==> src/rtl/tmr_arb_pkg.sv <==
// Purpose: shared FSM state encodings and default sizes for the shared-timer arbiter.
// Latency: n/a (declarations only).
// Backpressure: n/a.
package tmr_arb_pkg;

  // Default number of requesters and counter width
  localparam int TMR_NREQ = 4;
  localparam int TMR_CW   = 8;

  typedef enum logic [1:0] {
    ST_IDLE = 2'd0,
    ST_LOAD = 2'd1,
    ST_RUN  = 2'd2,
    ST_FIN  = 2'd3
  } tmr_state_t;

endpackage

==> src/rtl/tmr_arb_ctrl_if.sv <==
// Purpose: groups the requester side (REQ/LEN/GNT/DONE/BUSY) and the counter side
//   (CNT_D/CNT_LD/CNT_EN/CNT_CAI/CNT_CAO) of the shared-timer arbiter.
// Latency: n/a (wires only).
// Backpressure: n/a; slave = tmr_arb_ctrl, master = clients plus counter macro.
interface tmr_arb_ctrl_if
  import tmr_arb_pkg::*;
#(
  parameter int NREQ = TMR_NREQ,
  parameter int CW   = TMR_CW
);

  logic [NREQ-1:0]    REQ;
  logic [NREQ*CW-1:0] LEN;
  logic [NREQ-1:0]    GNT;
  logic [NREQ-1:0]    DONE;
  logic               BUSY;
  logic [CW-1:0]      CNT_D;
  logic               CNT_LD;
  logic               CNT_EN;
  logic               CNT_CAI;
  logic               CNT_CAO;

  modport slave (
    input  REQ, LEN, CNT_CAO,
    output GNT, DONE, BUSY, CNT_D, CNT_LD, CNT_EN, CNT_CAI
  );

  modport master (
    output REQ, LEN, CNT_CAO,
    input  GNT, DONE, BUSY, CNT_D, CNT_LD, CNT_EN, CNT_CAI
  );

endinterface

==> src/rtl/tmr_arb_ctrl_rr_arb.sv <==
// Purpose: combinational round-robin picker; ptr channel has highest priority, then ptr+1, ...
// Latency: 0 cycles (pure combinational).
// Backpressure: none; gnt is all-zero when no request is pending.
// Ports: req (NREQ level requests), ptr (priority start index), gnt (one-hot winner).
module rr_arb
  import tmr_arb_pkg::*;
#(
  parameter int NREQ = TMR_NREQ,
  parameter int PW   = $clog2(NREQ)
) (
  input  logic [NREQ-1:0] req,
  input  logic [PW-1:0]   ptr,
  output logic [NREQ-1:0] gnt
);

  always_comb begin
    int   idx;
    logic found;
    gnt   = '0;
    found = 1'b0;
    idx   = 0;
    // Walk the channels starting at ptr, wrapping once; the first requester wins.
    for (int k = 0; k < NREQ; k++) begin
      idx = int'(ptr) + k;
      if (idx >= NREQ) idx = idx - NREQ;
      if (!found && req[idx]) begin
        gnt[idx] = 1'b1;
        found    = 1'b1;
      end
    end
  end

endmodule

==> src/rtl/tmr_arb_ctrl.sv <==
// Purpose: shares one loadable up-counter among NREQ delay requesters (round-robin grant,
//   load with 2^CW-LEN, count until carry-out, one-cycle DONE to the owner).
// Latency: REQ in IDLE at t -> GNT/CNT_LD at t+1 -> RUN t+2..t+1+LEN -> DONE at t+2+LEN.
// Backpressure: owner holds REQ for the whole job; dropping it aborts (no DONE).
// Ports: CLK, RST (sync, active-high); bus (tmr_arb_ctrl_if.slave) carries REQ/LEN/GNT/DONE/
//   BUSY and the counter strobes CNT_D/CNT_LD/CNT_EN/CNT_CAI/CNT_CAO.
// Option: define TMR_ARB_PAUSE_EN to add input PAUSE, which freezes the count while in RUN.
module tmr_arb_ctrl
  import tmr_arb_pkg::*;
#(
  parameter int NREQ = TMR_NREQ,
  parameter int CW   = TMR_CW
) (
  input  logic CLK,
  input  logic RST,
`ifdef TMR_ARB_PAUSE_EN
  input  logic PAUSE,
`endif
  tmr_arb_ctrl_if.slave bus
);

  localparam int PW = $clog2(NREQ);

  tmr_state_t      state_q, state_nxt;
  logic [NREQ-1:0] gnt_q, gnt_nxt;
  logic [NREQ-1:0] done_q, done_nxt;
  logic            busy_q, busy_nxt;
  logic [CW-1:0]   cnt_d_q, cnt_d_nxt;
  logic            cnt_ld_q, cnt_ld_nxt;
  logic            cnt_en_q, cnt_en_nxt;
  logic [PW-1:0]   ptr_q, ptr_nxt;
  logic [PW-1:0]   owner_q, owner_nxt;

  logic [NREQ-1:0] pick;
  logic [PW-1:0]   pick_idx;
  logic [CW-1:0]   pick_len;
  logic [PW-1:0]   ptr_after_owner;
  logic            owner_req;

  rr_arb #(
    .NREQ (NREQ),
    .PW   (PW)
  ) u_rr_arb (
    .req (bus.REQ),
    .ptr (ptr_q),
    .gnt (pick)
  );

  // Index and LEN slice of the winning channel (pick is one-hot or zero).
  always_comb begin
    pick_idx = '0;
    pick_len = '0;
    for (int i = 0; i < NREQ; i++) begin
      if (pick[i]) begin
        pick_idx = PW'(i);
        pick_len = bus.LEN[i*CW +: CW];
      end
    end
  end

  assign ptr_after_owner = (owner_q == PW'(NREQ - 1)) ? '0 : owner_q + 1'b1;
  assign owner_req       = |(bus.REQ & gnt_q);

  // Next state and next values of every registered output.
  always_comb begin
    state_nxt  = state_q;
    gnt_nxt    = gnt_q;
    done_nxt   = '0;
    cnt_d_nxt  = cnt_d_q;
    cnt_ld_nxt = 1'b0;
    cnt_en_nxt = 1'b0;
    ptr_nxt    = ptr_q;
    owner_nxt  = owner_q;

    unique case (state_q)
      ST_IDLE: begin
        if (|bus.REQ) begin
          state_nxt  = ST_LOAD;
          gnt_nxt    = pick;
          owner_nxt  = pick_idx;
          // Start value so the counter reaches all-ones after exactly LEN steps;
          // LEN=0 wraps to 0 and gives the full 2^CW cycles.
          cnt_d_nxt  = '0 - pick_len;
          cnt_ld_nxt = 1'b1;
        end
      end
      ST_LOAD: begin
        if (!owner_req) begin
          state_nxt = ST_IDLE;
          gnt_nxt   = '0;
          ptr_nxt   = ptr_after_owner;
        end else begin
          state_nxt  = ST_RUN;
          cnt_en_nxt = 1'b1;
        end
      end
      ST_RUN: begin
        // Abort is checked first so it wins over a carry-out in the same cycle.
        if (!owner_req) begin
          state_nxt = ST_IDLE;
          gnt_nxt   = '0;
          ptr_nxt   = ptr_after_owner;
        end else if (bus.CNT_CAO) begin
          state_nxt = ST_FIN;
          gnt_nxt   = '0;
          done_nxt  = gnt_q;
          ptr_nxt   = ptr_after_owner;
        end else begin
          cnt_en_nxt = 1'b1;
        end
      end
      ST_FIN: begin
        state_nxt = ST_IDLE;
      end
      default: begin
        state_nxt = ST_IDLE;
        gnt_nxt   = '0;
      end
    endcase

    busy_nxt = (state_nxt != ST_IDLE);
  end

  always_ff @(posedge CLK) begin
    if (RST) begin
      state_q  <= ST_IDLE;
      gnt_q    <= '0;
      done_q   <= '0;
      busy_q   <= 1'b0;
      cnt_d_q  <= '0;
      cnt_ld_q <= 1'b0;
      cnt_en_q <= 1'b0;
      ptr_q    <= '0;
      owner_q  <= '0;
    end else begin
      state_q  <= state_nxt;
      gnt_q    <= gnt_nxt;
      done_q   <= done_nxt;
      busy_q   <= busy_nxt;
      cnt_d_q  <= cnt_d_nxt;
      cnt_ld_q <= cnt_ld_nxt;
      cnt_en_q <= cnt_en_nxt;
      ptr_q    <= ptr_nxt;
      owner_q  <= owner_nxt;
    end
  end

  assign bus.GNT    = gnt_q;
  assign bus.DONE   = done_q;
  assign bus.BUSY   = busy_q;
  assign bus.CNT_D  = cnt_d_q;
  assign bus.CNT_LD = cnt_ld_q;

`ifdef TMR_ARB_PAUSE_EN
  // PAUSE gates the enable directly so the counter (and its carry-out) freezes in the
  // same cycle; cnt_en_q is only ever set while in RUN, so PAUSE is inert elsewhere.
  assign bus.CNT_EN  = cnt_en_q & ~PAUSE;
  assign bus.CNT_CAI = cnt_en_q & ~PAUSE;
`else
  assign bus.CNT_EN  = cnt_en_q;
  assign bus.CNT_CAI = cnt_en_q;
`endif

endmodule

==> src/flat_wrapper.sv <==
// flat-port wrapper written by rule: the top's interface ports become plain ports
module tmr_arb_ctrl_flat import tmr_arb_pkg::*;
#(
  parameter int NREQ = TMR_NREQ,
  parameter int CW   = TMR_CW
)
  (CLK, RST, bus_REQ, bus_LEN, bus_CNT_CAO, bus_GNT, bus_DONE, bus_BUSY, bus_CNT_D, bus_CNT_LD, bus_CNT_EN, bus_CNT_CAI);
  tmr_arb_ctrl_if #(.NREQ(NREQ), .CW(CW)) bus_i ();
  input  logic CLK;
  input  logic RST;
  input wire logic [$bits(bus_i.REQ)-1:0] bus_REQ;
  input wire logic [$bits(bus_i.LEN)-1:0] bus_LEN;
  input wire logic [$bits(bus_i.CNT_CAO)-1:0] bus_CNT_CAO;
  output wire logic [$bits(bus_i.GNT)-1:0] bus_GNT;
  output wire logic [$bits(bus_i.DONE)-1:0] bus_DONE;
  output wire logic [$bits(bus_i.BUSY)-1:0] bus_BUSY;
  output wire logic [$bits(bus_i.CNT_D)-1:0] bus_CNT_D;
  output wire logic [$bits(bus_i.CNT_LD)-1:0] bus_CNT_LD;
  output wire logic [$bits(bus_i.CNT_EN)-1:0] bus_CNT_EN;
  output wire logic [$bits(bus_i.CNT_CAI)-1:0] bus_CNT_CAI;
  assign bus_i.REQ = bus_REQ;
  assign bus_i.LEN = bus_LEN;
  assign bus_i.CNT_CAO = bus_CNT_CAO;
  assign bus_GNT = bus_i.GNT;
  assign bus_DONE = bus_i.DONE;
  assign bus_BUSY = bus_i.BUSY;
  assign bus_CNT_D = bus_i.CNT_D;
  assign bus_CNT_LD = bus_i.CNT_LD;
  assign bus_CNT_EN = bus_i.CNT_EN;
  assign bus_CNT_CAI = bus_i.CNT_CAI;
  tmr_arb_ctrl #(.NREQ(NREQ), .CW(CW)) u_core (.CLK(CLK), .RST(RST), .bus(bus_i));
endmodule
==> config.mk <==
export PLATFORM = sky130hd
export DESIGN_NAME = tmr_arb_ctrl_flat
export DESIGN_NICKNAME = d
export VERILOG_FILES = /design/src/rtl/tmr_arb_pkg.sv /design/src/rtl/tmr_arb_ctrl_if.sv /design/src/rtl/tmr_arb_ctrl_rr_arb.sv /design/src/rtl/tmr_arb_ctrl.sv /design/src/flat_wrapper.sv
export SDC_FILE = /design/constraint.sdc
export NUM_CORES = 1
export LEC_CHECK = 0
export ABC_CLOCK_PERIOD_IN_PS = 3900
export CAP_MARGIN = 25
export CORE_ASPECT_RATIO = 1.4
export CORE_MARGIN = 8
export CORE_UTILIZATION = 45
export DETAILED_ROUTE_END_ITERATION = 8
export GPL_ROUTABILITY_DRIVEN = 0
export PLACE_DENSITY = 0.78
export SLEW_MARGIN = 10
export SYNTH_ARGS = -nofsm -noshare
export SYNTH_HDL_FRONTEND = slang
export SYNTH_SLANG_ARGS = --single-unit
==> constraint.sdc <==
create_clock -name CLK -period 3.9 [get_ports CLK]
set_input_delay 0.78 -clock CLK [delete_from_list [all_inputs] [get_ports CLK]]
set_output_delay 0.78 -clock CLK [all_outputs]
set_load 0.005 [all_outputs]
==> reports/metrics.csv <==
metric,value,unit
finalHoldWorstSlack,467,ps
peakVddDrop,318,uV
rsz0062_at_grt,false,
finalNonFillerCells,339,
yosys.area_share.simple,28.1,%
cp_max_fo,13,
routed_wl,5500,um
fin_crit,3700,ps
portBuffers,58,
yosys.area.top_type,dfxtp_1,
yosysMostFrequentCell,nor2_1,
place_hpwl,4380,um
max_cap_viol_count,0,
cp.depth,12,
drive_above_1_share,15.3,%
syn2layout_area_growth,37.2,%
slowest_delay,550,ps
grt_pass1_vias,1907,
route.vias.total,1972,
r2r_cells,12,
die_w,71.3,um
drtAntennaViolNets,0,
clk_pin_slew_worst_paths,80,ps
syn_inst,224,
end_kind,register,
cts_sinks,25,
start_util,46.2,%
finalNetCount,348,
worstSetupStartpointType,primary input,
cpMostUsedCell,a21oi_1,
synth_top_family_by_area,simple AND/OR/NAND/NOR gates,
synth_warnings,0,
insertion_delay,260,ps
setup-tns-final,0,ps
diodes,0,
syn_nets,277,
post_cts_buffers,0,
skew,4.11,ps
setup_viol,0,
grt_max_degree,22,
n_fill_cell,364,
die_area,6660,sq um
yosysSeqAreaShare,26.0,%
synthFlopType,dfxtp_1,
p_per_area,508,nW/um^2
rows,28,
synth_cell_types,59,
post_drt_via_cell_ratio,5.82,
crit_buf_inv,2,
status,finished clean,
critPathArrivalTime,3850,ps
synth_fa_ha_area_share,9.10,%
path_class,primary input to register,
core_area,4170,sq um
clockBufferDepth,2,
cts_resized,0,
tightest_slew,536,ps
ctsRootBufferMaster,clkbuf_8,
hold_buffers,0,
dp_cells,335,
synth-seq-cells,25,
syn_avg_cell_area,8.60,sq um
synth_area_leaders,"dfxtp_1 (26%), ha_1 (9.1%), nor2_1 (5.5%)",
utilization,63.4,%
grt_overflow,0,
required,4050,ps
wire_per_inst,16.2,um
grt_pass1_wl,8850,um
first_iter_violations,142,
drc_errors,0,
synth_edf_count,0,
clock.fmax,270,MHz
yosys.area_share.xor_xnor,0.455,%
hold_violations,0,
fp.dieH,93.4,um
cts_tree,built,
min-delay-path-class,register to register,
power.leakage,0.00108,uW
finalCritPeriodShare,94.8,%
cts_buffers,3,
io_pins,59,
holdPathStages,2,
synthArstFlopShare,0,%
track_usage,16.1,%
drv_slew,0,
slew_headroom,64.3,%
finalPower,1340,uW
netlist_top_cells_count,"nor2_1 (28), dfxtp_1 (25), a21oi_1 (15), nand2_1 (15), ha_1 (14)",
drt_pass1_iterations,5,
synth_compound_area_share,23.4,%
syn-cell-area,1930,sq um
h-tree-depth,1,
antenna_found_initial,0,
worstPathCellList,"clkdlybuf4s50_1, buf_4, mux4_2, a21oi_1, a21oi_2, nor2_2, nand4_1, a31o_2, ha_1, or2_2, nand3_1, a21oi_1",
cp_top_family,simple AND/OR/NAND/NOR gates,
synth.mux.area_fraction,6.43,%
cp_slowest_cell,mux4_2,
synth_top_area_share,26.0,%
[per-stage QoR]
step	cell area, sq um	setup WS (ps)
global placement	2600	-11.1
CTS	2640	266
global route	2640	47.9
floorplan	1930	424
detailed placement	2600	-8.90
finish	2640	202
[logic make-up after synthesis]
family,Yosys count
AO/OA/AOI/OAI,60
XOR/XNOR,1
adder cells (fa/ha/maj),14
buffers and inverters,17
flip-flops,25
multiplexers,7
AND/OR/NAND/NOR,100
[worst register-to-register path: stages (launching register included)]
cell     delay (ps)
dfxtp_1         330
inv_1            80
ha_1            390
mux4_2          610
or3b_1          390
a21oi_2         210
or2_1           240
a21oi_1         100
a31o_2          270
ha_1            250
or2_2           310
nand3_1          80
a21oi_1          60
[power by group]
| part | total (uW) | internal [uW] | switching, uW |
|---|---|---|---|
| sequential | 345 | 312 | 33.4 |
| clock | 152 | 73.0 | 78.6 |
| combinational | 845 | 423 | 422 |
| total | 1340 | 808 | 534 |
[sequential cells by signal, indices dropped and copies added (netlist names)]
signal              count
u_core.owner_q          2
u_core.bus.CNT_D        8
u_core.bus.CNT_LD       1
u_core.bus.GNT          4
u_core.bus.CNT_CAI      1
u_core.state_q          2
u_core.ptr_q            2
u_core.bus.DONE         4
u_core.bus.BUSY         1
[cell usage in the layout (no fill, tap or decap), types with 3 or more instances in the layout]
| cell type | count |
|---|---|
| nand3b_1 | 4 |
| a211oi_1 | 3 |
| and2_1 | 6 |
| nor2_1 | 28 |
| a21oi_1 | 15 |
| clkdlybuf4s50_1 | 58 |
| nor2b_1 | 4 |
| nor4_1 | 4 |
| nor3b_1 | 5 |
| nand3_1 | 9 |
| mux4_2 | 3 |
| dfxtp_1 | 25 |
| mux2i_1 | 3 |
| nor3_1 | 4 |
| a31o_2 | 5 |
| o21ai_0 | 6 |
| ha_1 | 14 |
| a22oi_1 | 6 |
| clkbuf_8 | 3 |
| inv_1 | 7 |
| nand2_1 | 15 |
| buf_4 | 18 |
| nand4_1 | 6 |
[final timing paths]
check	startpoint	endpoint	slack (ps)
max	bus_REQ[0]	u_core.bus.CNT_D[2]$_SDFFE_PP0P_	200
max reg2reg	u_core.ptr_q[0]$_SDFFE_PP0P_	u_core.bus.CNT_D[2]$_SDFFE_PP0P_	470
min reg2reg	u_core.bus.CNT_D[2]$_SDFFE_PP0P_	u_core.bus.CNT_D[2]$_SDFFE_PP0P_	470
min	u_core.bus.CNT_D[2]$_SDFFE_PP0P_	u_core.bus.CNT_D[2]$_SDFFE_PP0P_	470
[per-layer routing]
metal | global-route usage (%) | up-vias | wire length [um]
li1 | - | 969 | -
met1 | 18.0 | 934 | 2280
met2 | 30.7 | 60 | 2890
met3 | 2.03 | 9 | 256
met4 | 4.18 | 0 | 70
met5 | 0 | - | 0
[cell type report]
type / instances / area, sq um / share of cell area [%]
clock buffers: 4 / 45.0 / 1.70
repair buffers: 76 / 716 / 27.1
flip-flops and latches: 25 / 500 / 18.9
inverters: 7 / 26.3 / 0.994
multi-input cells: 182 / 1300 / 49.1
well taps: 45 / 56.3 / 2.13
(Power assumes the default switching activity.)
